$ cat config.mk
export PLATFORM = sky130hd
export DESIGN_NAME = vga_pixel_aligner
export DESIGN_NICKNAME = d
export VERILOG_FILES = /design/src/rtl/vga_pixel_aligner.sv
export SDC_FILE = /design/constraint.sdc
export NUM_CORES = 1
export LEC_CHECK = 0
export CORE_ASPECT_RATIO = 1.75
export CORE_MARGIN = 8
export CORE_UTILIZATION = 50
export CTS_CLUSTER_DIAMETER = 150
export DETAILED_ROUTE_END_ITERATION = 10
export GPL_ROUTABILITY_DRIVEN = 0
export HOLD_SLACK_MARGIN = 0.12
export PLACE_DENSITY = 0.66
export SYNTH_ARGS = -nofsm -noshare
export SYNTH_HDL_FRONTEND = slang
export SYNTH_SLANG_ARGS = --single-unit
$ cat constraint.sdc
create_clock -name clk_i -period 5.3 [get_ports clk_i]
set_input_delay 1.59 -clock clk_i [delete_from_list [all_inputs] [get_ports clk_i]]
set_output_delay 1.59 -clock clk_i [all_outputs]
set_load 0.01 [all_outputs]
$ cat src/rtl/vga_pixel_aligner.sv
// Buffers a pixel stream in a small FWFT FIFO and locks it to the VGA raster at
// frame start; pixels leave registered and aligned with the 1-cycle delayed syncs.
module vga_pixel_aligner #(
  parameter int unsigned DW      = 24,
  parameter int unsigned FIFO_AW = 4,
  parameter int unsigned HSZ     = 10,
  parameter int unsigned VSZ     = 9,
  parameter int unsigned H_RES   = 640,
  parameter int unsigned V_RES   = 480
) (
  input  logic           clk_i,
  input  logic           rst_n_i,
  input  logic [DW-1:0]  s_data_i,
  input  logic           s_valid_i,
  input  logic           s_sof_i,
  input  logic           s_eol_i,
  output logic           s_ready_o,
  input  logic [HSZ-1:0] hcount_i,
  input  logic [VSZ-1:0] vcount_i,
  input  logic           de_i,
  input  logic           hsync_i,
  input  logic           vsync_i,
  output logic [DW-1:0]  rgb_o,
  output logic           de_o,
  output logic           hsync_o,
  output logic           vsync_o,
  output logic           locked_o,
  output logic           underflow_o,
  output logic [7:0]     err_count_o
);

  localparam int unsigned DEPTH = 1 << FIFO_AW;

  if (H_RES > (1 << HSZ) || V_RES > (1 << VSZ)) begin : g_cfg_check
    $error("vga_pixel_aligner: H_RES/V_RES do not fit the position counter widths");
  end

  typedef enum logic [1:0] {WAIT_SOF, ARMED, RUN} state_t;

  state_t state, state_next;

  logic [DW+1:0]      mem [DEPTH];
  logic [FIFO_AW-1:0] wr_ptr, rd_ptr;
  logic [FIFO_AW:0]   count;
  logic               full, empty, wr_en, rd_en;
  logic               head_sof, head_eol;
  logic [DW-1:0]      head_data;
  logic               fs, last_px, fault, pop, emit;

  // FIFO storage and pointers
  assign full      = (count == (FIFO_AW+1)'(DEPTH));
  assign empty     = (count == '0);
  assign s_ready_o = !full;
  assign wr_en     = s_valid_i && !full;
  assign rd_en     = pop && !empty;

  assign {head_sof, head_eol, head_data} = mem[rd_ptr];

  always_ff @(posedge clk_i) begin
    if (wr_en) mem[wr_ptr] <= {s_sof_i, s_eol_i, s_data_i};
  end

  always_ff @(posedge clk_i or negedge rst_n_i) begin
    if (!rst_n_i) begin
      wr_ptr <= '0;
      rd_ptr <= '0;
      count  <= '0;
    end else begin
      if (wr_en) wr_ptr <= wr_ptr + 1'b1;
      if (rd_en) rd_ptr <= rd_ptr + 1'b1;
      case ({wr_en, rd_en})
        2'b10:   count <= count + 1'b1;
        2'b01:   count <= count - 1'b1;
        default: count <= count;
      endcase
    end
  end

  // Raster qualifiers and lock-loss detection
  assign fs      = de_i && (hcount_i == '0) && (vcount_i == '0);
  assign last_px = (hcount_i == HSZ'(H_RES - 1));

  always_comb begin
    fault = 1'b0;
    if (state == RUN && de_i) begin
      if (empty) fault = 1'b1;
      else       fault = (head_sof != fs) || (head_eol != last_px);
    end
  end

  // State register
  always_ff @(posedge clk_i or negedge rst_n_i) begin
    if (!rst_n_i) state <= WAIT_SOF;
    else          state <= state_next;
  end

  // Next-state logic
  always_comb begin
    state_next = state;
    case (state)
      WAIT_SOF: if (!empty && head_sof) state_next = ARMED;
      ARMED:    if (fs && !empty)       state_next = RUN;
      RUN:      if (fault)              state_next = WAIT_SOF;
      default:                          state_next = WAIT_SOF;
    endcase
  end

  // Pop/emit decisions; a faulting sof entry stays at the head so the
  // discard phase can re-arm on it without losing the frame start.
  always_comb begin
    pop  = 1'b0;
    emit = 1'b0;
    case (state)
      WAIT_SOF: pop = !empty && !head_sof;
      ARMED: begin
        if (fs && !empty) begin
          pop  = 1'b1;
          emit = 1'b1;
        end
      end
      RUN: begin
        if (de_i) begin
          emit = !fault;
          pop  = !empty && !(fault && head_sof);
        end
      end
      default: begin
        pop  = 1'b0;
        emit = 1'b0;
      end
    endcase
  end

  // Registered outputs
  always_ff @(posedge clk_i or negedge rst_n_i) begin
    if (!rst_n_i) begin
      rgb_o       <= '0;
      de_o        <= 1'b0;
      hsync_o     <= 1'b1;
      vsync_o     <= 1'b1;
      locked_o    <= 1'b0;
      underflow_o <= 1'b0;
      err_count_o <= '0;
    end else begin
      rgb_o       <= emit ? head_data : '0;
      de_o        <= de_i;
      hsync_o     <= hsync_i;
      vsync_o     <= vsync_i;
      locked_o    <= (state_next == RUN);
      underflow_o <= fault;
      if (fault && err_count_o != '1) err_count_o <= err_count_o + 8'd1;
    end
  end

endmodule

# Yosys cells after proc, flatten, opt, wreduce, memory -nomap -nowiden
# Memory sizes are Yosys's and may differ from the RTL's.
# Index checks and enable logic that the tools add are counted.
dict set report word_totals {
  regBits 52
  in_bits 51
  n_memories 1
  output_inout_bits 38
  ramBits 416
}
# name depth word_bits rd rd_clocked_by_memory_dff write_ports line_no
set mem_list {}
lappend mem_list {mem 16 26 1 0 1 42} ;# logic [DW+1:0] mem [DEPTH];
dict set report op_classes {
  addsub 5
  eq_ne 10
  reduce_logical 22
  n_mux 15
}
# cell count
set op_table {}
lappend op_table {{2-to-1 mux 24 bit} 1}
lappend op_table {{logical AND 1 bit} 11}
lappend op_table {{== test 10 bit, second input constant} 1}
lappend op_table {{logical NOT 10 bit} 1}
lappend op_table {{case mux 5 bit (2 select lines)} 1}
lappend op_table {{logical NOT 9 bit} 1}
lappend op_table {{adder 4 x 1 -> 4 bit, second input constant} 2}
lappend op_table {{adder 8 x 1 -> 8 bit, second input constant} 1}
lappend op_table {{inequality test 8 bit, second input constant} 1}
lappend op_table {{2-to-1 mux 1 bit} 7}
lappend op_table {{== test 2 bit, second input constant} 3}
lappend op_table {{2-to-1 mux 2 bit} 3}
lappend op_table {{case mux 2 bit (3 select lines)} 1}
lappend op_table {{adder 5 x 1 -> 5 bit, second input constant} 1}
lappend op_table {{== test 5 bit, second input constant} 1}
lappend op_table {{logical NOT 1 bit} 5}
lappend op_table {{logical NOT 5 bit} 1}
lappend op_table {{subtractor 5 x 1 -> 5 bit, second input constant} 1}
lappend op_table {{== test 2 x 1 -> 1 bit, second input constant} 2}
lappend op_table {{case mux 1 bit (3 select lines)} 1}
lappend op_table {{logical NOT 2 bit} 1}
lappend op_table {{inequality test 1 bit} 2}
lappend op_table {{case mux 1 bit (2 select lines)} 1}
lappend op_table {{nonzero test 2 bit} 1}
lappend op_table {{logical OR 1 bit} 1}

# Logic depth before layout (Yosys ltp)
dict set report logic_depth {
  word_depth 15
  ltp_mapped 16
  mapped_depth_nobuf 16
}

# Worst setup path after synthesis
# Ideal clock, no wire load.
dict set report synth_timing {
  path_kind {input -> register}
  from {in s_valid_i}
  to {mem mem[3][0] (netlist name), enable pin}
  cell_stages 4
  path_slack_ns 0.922
  arrival_time_ns 3.936
  path_buffers 1
  cell_sequence {and2_1 > clkbuf_1 > nand2_1 > nor3_1}
}
dict set report synth_between {
  elab_chain_cells 3
}
# item line_no
set synth_lines {}
lappend synth_lines {{from (decl)} 14} ;# input logic s_valid_i,
lappend synth_lines {{logical AND 1 bit} 54} ;# assign wr_en = s_valid_i && !full;
lappend synth_lines {{2-to-1 mux 1 bit} 60} ;# if (wr_en) mem[wr_ptr] <= {s_sof_i, s_eol_i, s_data_i};
lappend synth_lines {{2-to-1 mux 1 bit (implied by the code)} 60}
lappend synth_lines {{to (decl)} 42}
# No other way between the ends.

# Final worst setup path
dict set report layout_timing {
  from {in de_i}
  to {reg count[4]}
}
dict set report layout_between {
  elab_chain_cells 14
  word_cells_on_any_way 19
}
# item line_no
set layout_lines {}
lappend layout_lines {{from (decl)} 20} ;# input logic de_i,
lappend layout_lines {{logical AND 1 bit (2 in a row)} 80} ;# assign fs = de_i && (hcount_i == '0) && (vcount_i == '0);
lappend layout_lines {{inequality test 1 bit} 87} ;# else fault = (head_sof != fs) || (head_eol != last_px);
lappend layout_lines {{logical OR 1 bit} 87}
lappend layout_lines {{2-to-1 mux 1 bit} 86} ;# if (empty) fault = 1'b1;
lappend layout_lines {{2-to-1 mux 1 bit} 85} ;# if (state == RUN && de_i) begin
lappend layout_lines {{logical AND 1 bit} 124} ;# pop = !empty && !(fault && head_sof);
lappend layout_lines {{logical NOT 1 bit} 124}
lappend layout_lines {{logical AND 1 bit} 124}
lappend layout_lines {{2-to-1 mux 1 bit} 122} ;# if (de_i) begin
lappend layout_lines {{case mux 1 bit (3 select lines) *} 113} ;# case (state)
lappend layout_lines {{logical AND 1 bit *} 55} ;# assign rd_en = pop && !empty;
lappend layout_lines {{via rd_en} 45} ;# logic full, empty, wr_en, rd_en;
lappend layout_lines {{== test 2 x 1 -> 1 bit or == test 2 bit (tied branches)} 71} ;# case ({wr_en, rd_en})
lappend layout_lines {{case mux 5 bit (2 select lines) or nonzero test 2 bit (tied branches)} --}
lappend layout_lines {{to (signal assigned)} 72} ;# 2'b10: count <= count + 1'b1;
lappend layout_lines {{to (signal assigned)} 73} ;# 2'b01: count <= count - 1'b1;
lappend layout_lines {{to (signal assigned)} 74} ;# default: count <= count;
lappend layout_lines {{to (decl)} 44} ;# logic [FIFO_AW:0] count;
# Mark *: on every way through the listed nets, which the timed path passes. The rest lies on a longest branch.
# A chain may end at the register's enable or synchronous reset.

==> results.cfg <==
[route]
drc_errors = 0
routed-wl-met2_um = 21800
topRoutingLayerUsed = met4
drt_pre_antenna_iters = 5
wl_per_cell_um = 25.8
postRouteAntennaNets = 0
met3_length_um = 2300
m1WireLength_um = 15600
vias_per_cell = 5.88
routed_wl_um = 40800
drt_iter0_drc = 712
num_vias = 9309

[clock_network]
ctsHtreeMaxLevel = 2
cts.path.max_buffers = 3
ctsHoldBuffers = 0
root_buffer = clkbuf_16
path_clk_slew_ns = 0.06
clkLatencyLatePin_ns = 0.55
post_cts_buffers = 0
cts_resized = 0
clock-sinks = 468
cts_buffers = 42
cts_tree = yes

[synthesis]
syn_area_per_cell_um2 = 19.0
ys_warn_count = 0
synth-seq-cells = 468
synth_flop_cell = edfxtp_1
ys_seq_area_frac = 0.755
synth_largest_area_cell = edfxtp_1
synth_cell_types = 47
synth.net_count = 1028
synth.most_common_cell = edfxtp_1
synth_area_leaders = edfxtp_1 68%, mux4_2 7.0%, dfrtp_1 6.9%
syn_inst = 962
ys_top_cells_by_count = 416 x edfxtp_1, 72 x mux2i_1, 57 x mux4_2, 50 x dfrtp_1, 42 x nand2_1
synth_edf_count = 416
synthArstFlopShare = 0.111
synth_top_area_share = 0.684
netlist_area_um2 = 18300

[power_and_ir_drop]
leakagePower_nw = 7.17
ir_drop_mv = 0.296
power-per-cell-area_nw_per_um2 = 500

[worst_setup_path]
r2r-start = rd_ptr[0]
criticalPathCategory = in -> reg
path_max_fanout = 5
end_kind = register
worstPathArrival_ns = 4.75
crit_path_top_delay_cell = clkdlybuf4s50_1
max_stage_delay_ns = 0.54
ff2ff_setup_slack_ns = 1.27
worstRegToRegCells = 15
reg2reg_to = count[4]
crit_path_start_kind = input port
worstPathRequired_ns = 5.72
crit_chain = clkdlybuf4s50_1 > nor4b_1 > nand3_1 > nor2_1 > xor2_1 > o21ai_2 > ha_1 > inv_1 > fa_1 > inv_1 > a21o_1 > a21oi_1 > xnor2_1 > nor2_1 > xor2_1

[global_routing]
grt_max_degree = 48
grt_antenna_before_repair = 0
grt-ovfl-total = 0
grt_use_total = 0.191
grt_pass1_wl_um = 61200
grt_pass1_vias = 9690

[hold_path]
min_to = count[4]
min_path_cells = 1
min_from = count[4]
hp-class = reg -> reg

[die]
coreArea_um2 = 36000
die_height_um = 269
die_area_um2 = 43100
rows = 92
fp.dieW_um = 160
initial_core_util = 0.507
io_pins = 89

[cells_and_area]
drive_gt1_frac = 0.204
fin_area_um2 = 21300
final_nets = 1145
syn_to_final_growth_pct = 16.7
diodes = 0

[run_status]
status = finished clean

[sta]
hold_viol_final = 0
slew_viol_final = 0
finalCritPeriodShare = 0.817
skew_ns = 0.0197
rsz0062_at_grt = no
setup_tns_ns = 0
min_period_ns = 4.33
setup_viol_count_final = 0
slew_headroom = 0.415
max_freq_mhz = 231
worstMarginPinSlew_ns = 0.875

[placement]
port-buffer-count = 88
hpwl_um = 22900
postPlaceCellArea_um2 = 19900

[run]
drv_cap = 0
==> kinds of logic after synthesis <==
group                      share of synthesized area
DFF                                            0.755
muxes                                          0.126
AOI/OAI and AO/OA                             0.0573
and+or+nand+nor                               0.0262
adders and majority gates                     0.0107
xor gates and xnor gates                      0.0105
buffers and inverters                         0.0142
==> layout by cell type, fill, tap and decap left out, drive strengths merged, types with 2 or more instances in the layout <==
master         instances
a211oi                25
a21o                   2
a21oi                 30
a22oi                  2
and2                   2
and3                   4
buf                   36
bufinv                 6
clkbuf                60
clkdlybuf4s50         87
clkinv                 9
dfrtp                 50
dfstp                  2
edfxtp               416
ha                    14
inv                   12
mux2                  26
mux2i                 72
mux4                  57
nand2                 42
nand2b                 6
nand3                  4
nand4                  7
nor2                  15
nor2b                  4
nor3                   5
nor4                   6
o21ai                 32
o221ai                23
o22ai                 23
xnor2                 15
xor2                   6
==> routing by layer <==
metal | vias up | GRT usage
met5 | - | 0
met4 | 0 | 0.0639
met3 | 66 | 0.0287
met2 | 276 | 0.349
met1 | 4857 | 0.227
li1 | 4110 | -
==> through the flow <==
step | total power, mW | setup slack [ns] | hold WS (ns) | cells | utilization
floorplan | 6.72 | 0.922 | 0.454 | 962 | -
global placement | 7.56 | 0.473 | 0.481 | 1505 | 0.552
detailed placement | 7.63 | 0.401 | 0.492 | 1505 | 0.552
global route | 11.1 | 0.713 | 0.519 | 1582 | 0.592
CTS | 10.8 | 0.935 | 0.501 | 1582 | 0.592
finish | 10.7 | 0.969 | 0.493 | 1582 | 0.592
==> state kept, by name, summed over array words and instances (netlist names) <==
register,count
count,5
err_count_o,8
underflow_o,1
wr_ptr,4
hsync_o,1
rd_ptr,4
mem,416
rgb_o,24
vsync_o,1
state,2
de_o,1
locked_o,1
==> worst max-delay path: cells and delay by family <==
family          cells  cell delay, ns
buf+inv             3            0.71
fa+ha+maj           2            0.68
xor+xnor            3            0.47
compound gates      3            0.49
simple gates        4            0.81
==> worst max-delay path by stage <==
stage               depth (start not counted)  startpoint         to
finish                                     15        de_i   count[4]
global route                               15        de_i   count[4]
CTS                                        15        de_i   count[4]
detailed placement                         15        de_i   count[4]
global placement                           15        de_i   count[4]
floorplan                                   4   s_valid_i  mem[3][0]
==> cell type report <==
class	count	area, um2
clock buffers	60	1180
clock inverters	17	244
fillers	2642	14700
inverters	10	37.5
multi-input cells	434	4330
flip-flops and latches	468	13800
well taps	470	588
repair buffers	123	1140
==> power breakdown <==
| group | internal, mW | switching, mW | total, mW |
|---|---|---|---|
| sequential | 4.41 | 0.256 | 4.66 |
| combinational | 1.17 | 1.67 | 2.85 |
| clock | 1.85 | 1.31 | 3.16 |
| total | 7.43 | 3.24 | 10.7 |
No activity file was read; power rests on OpenSTA's default activity.
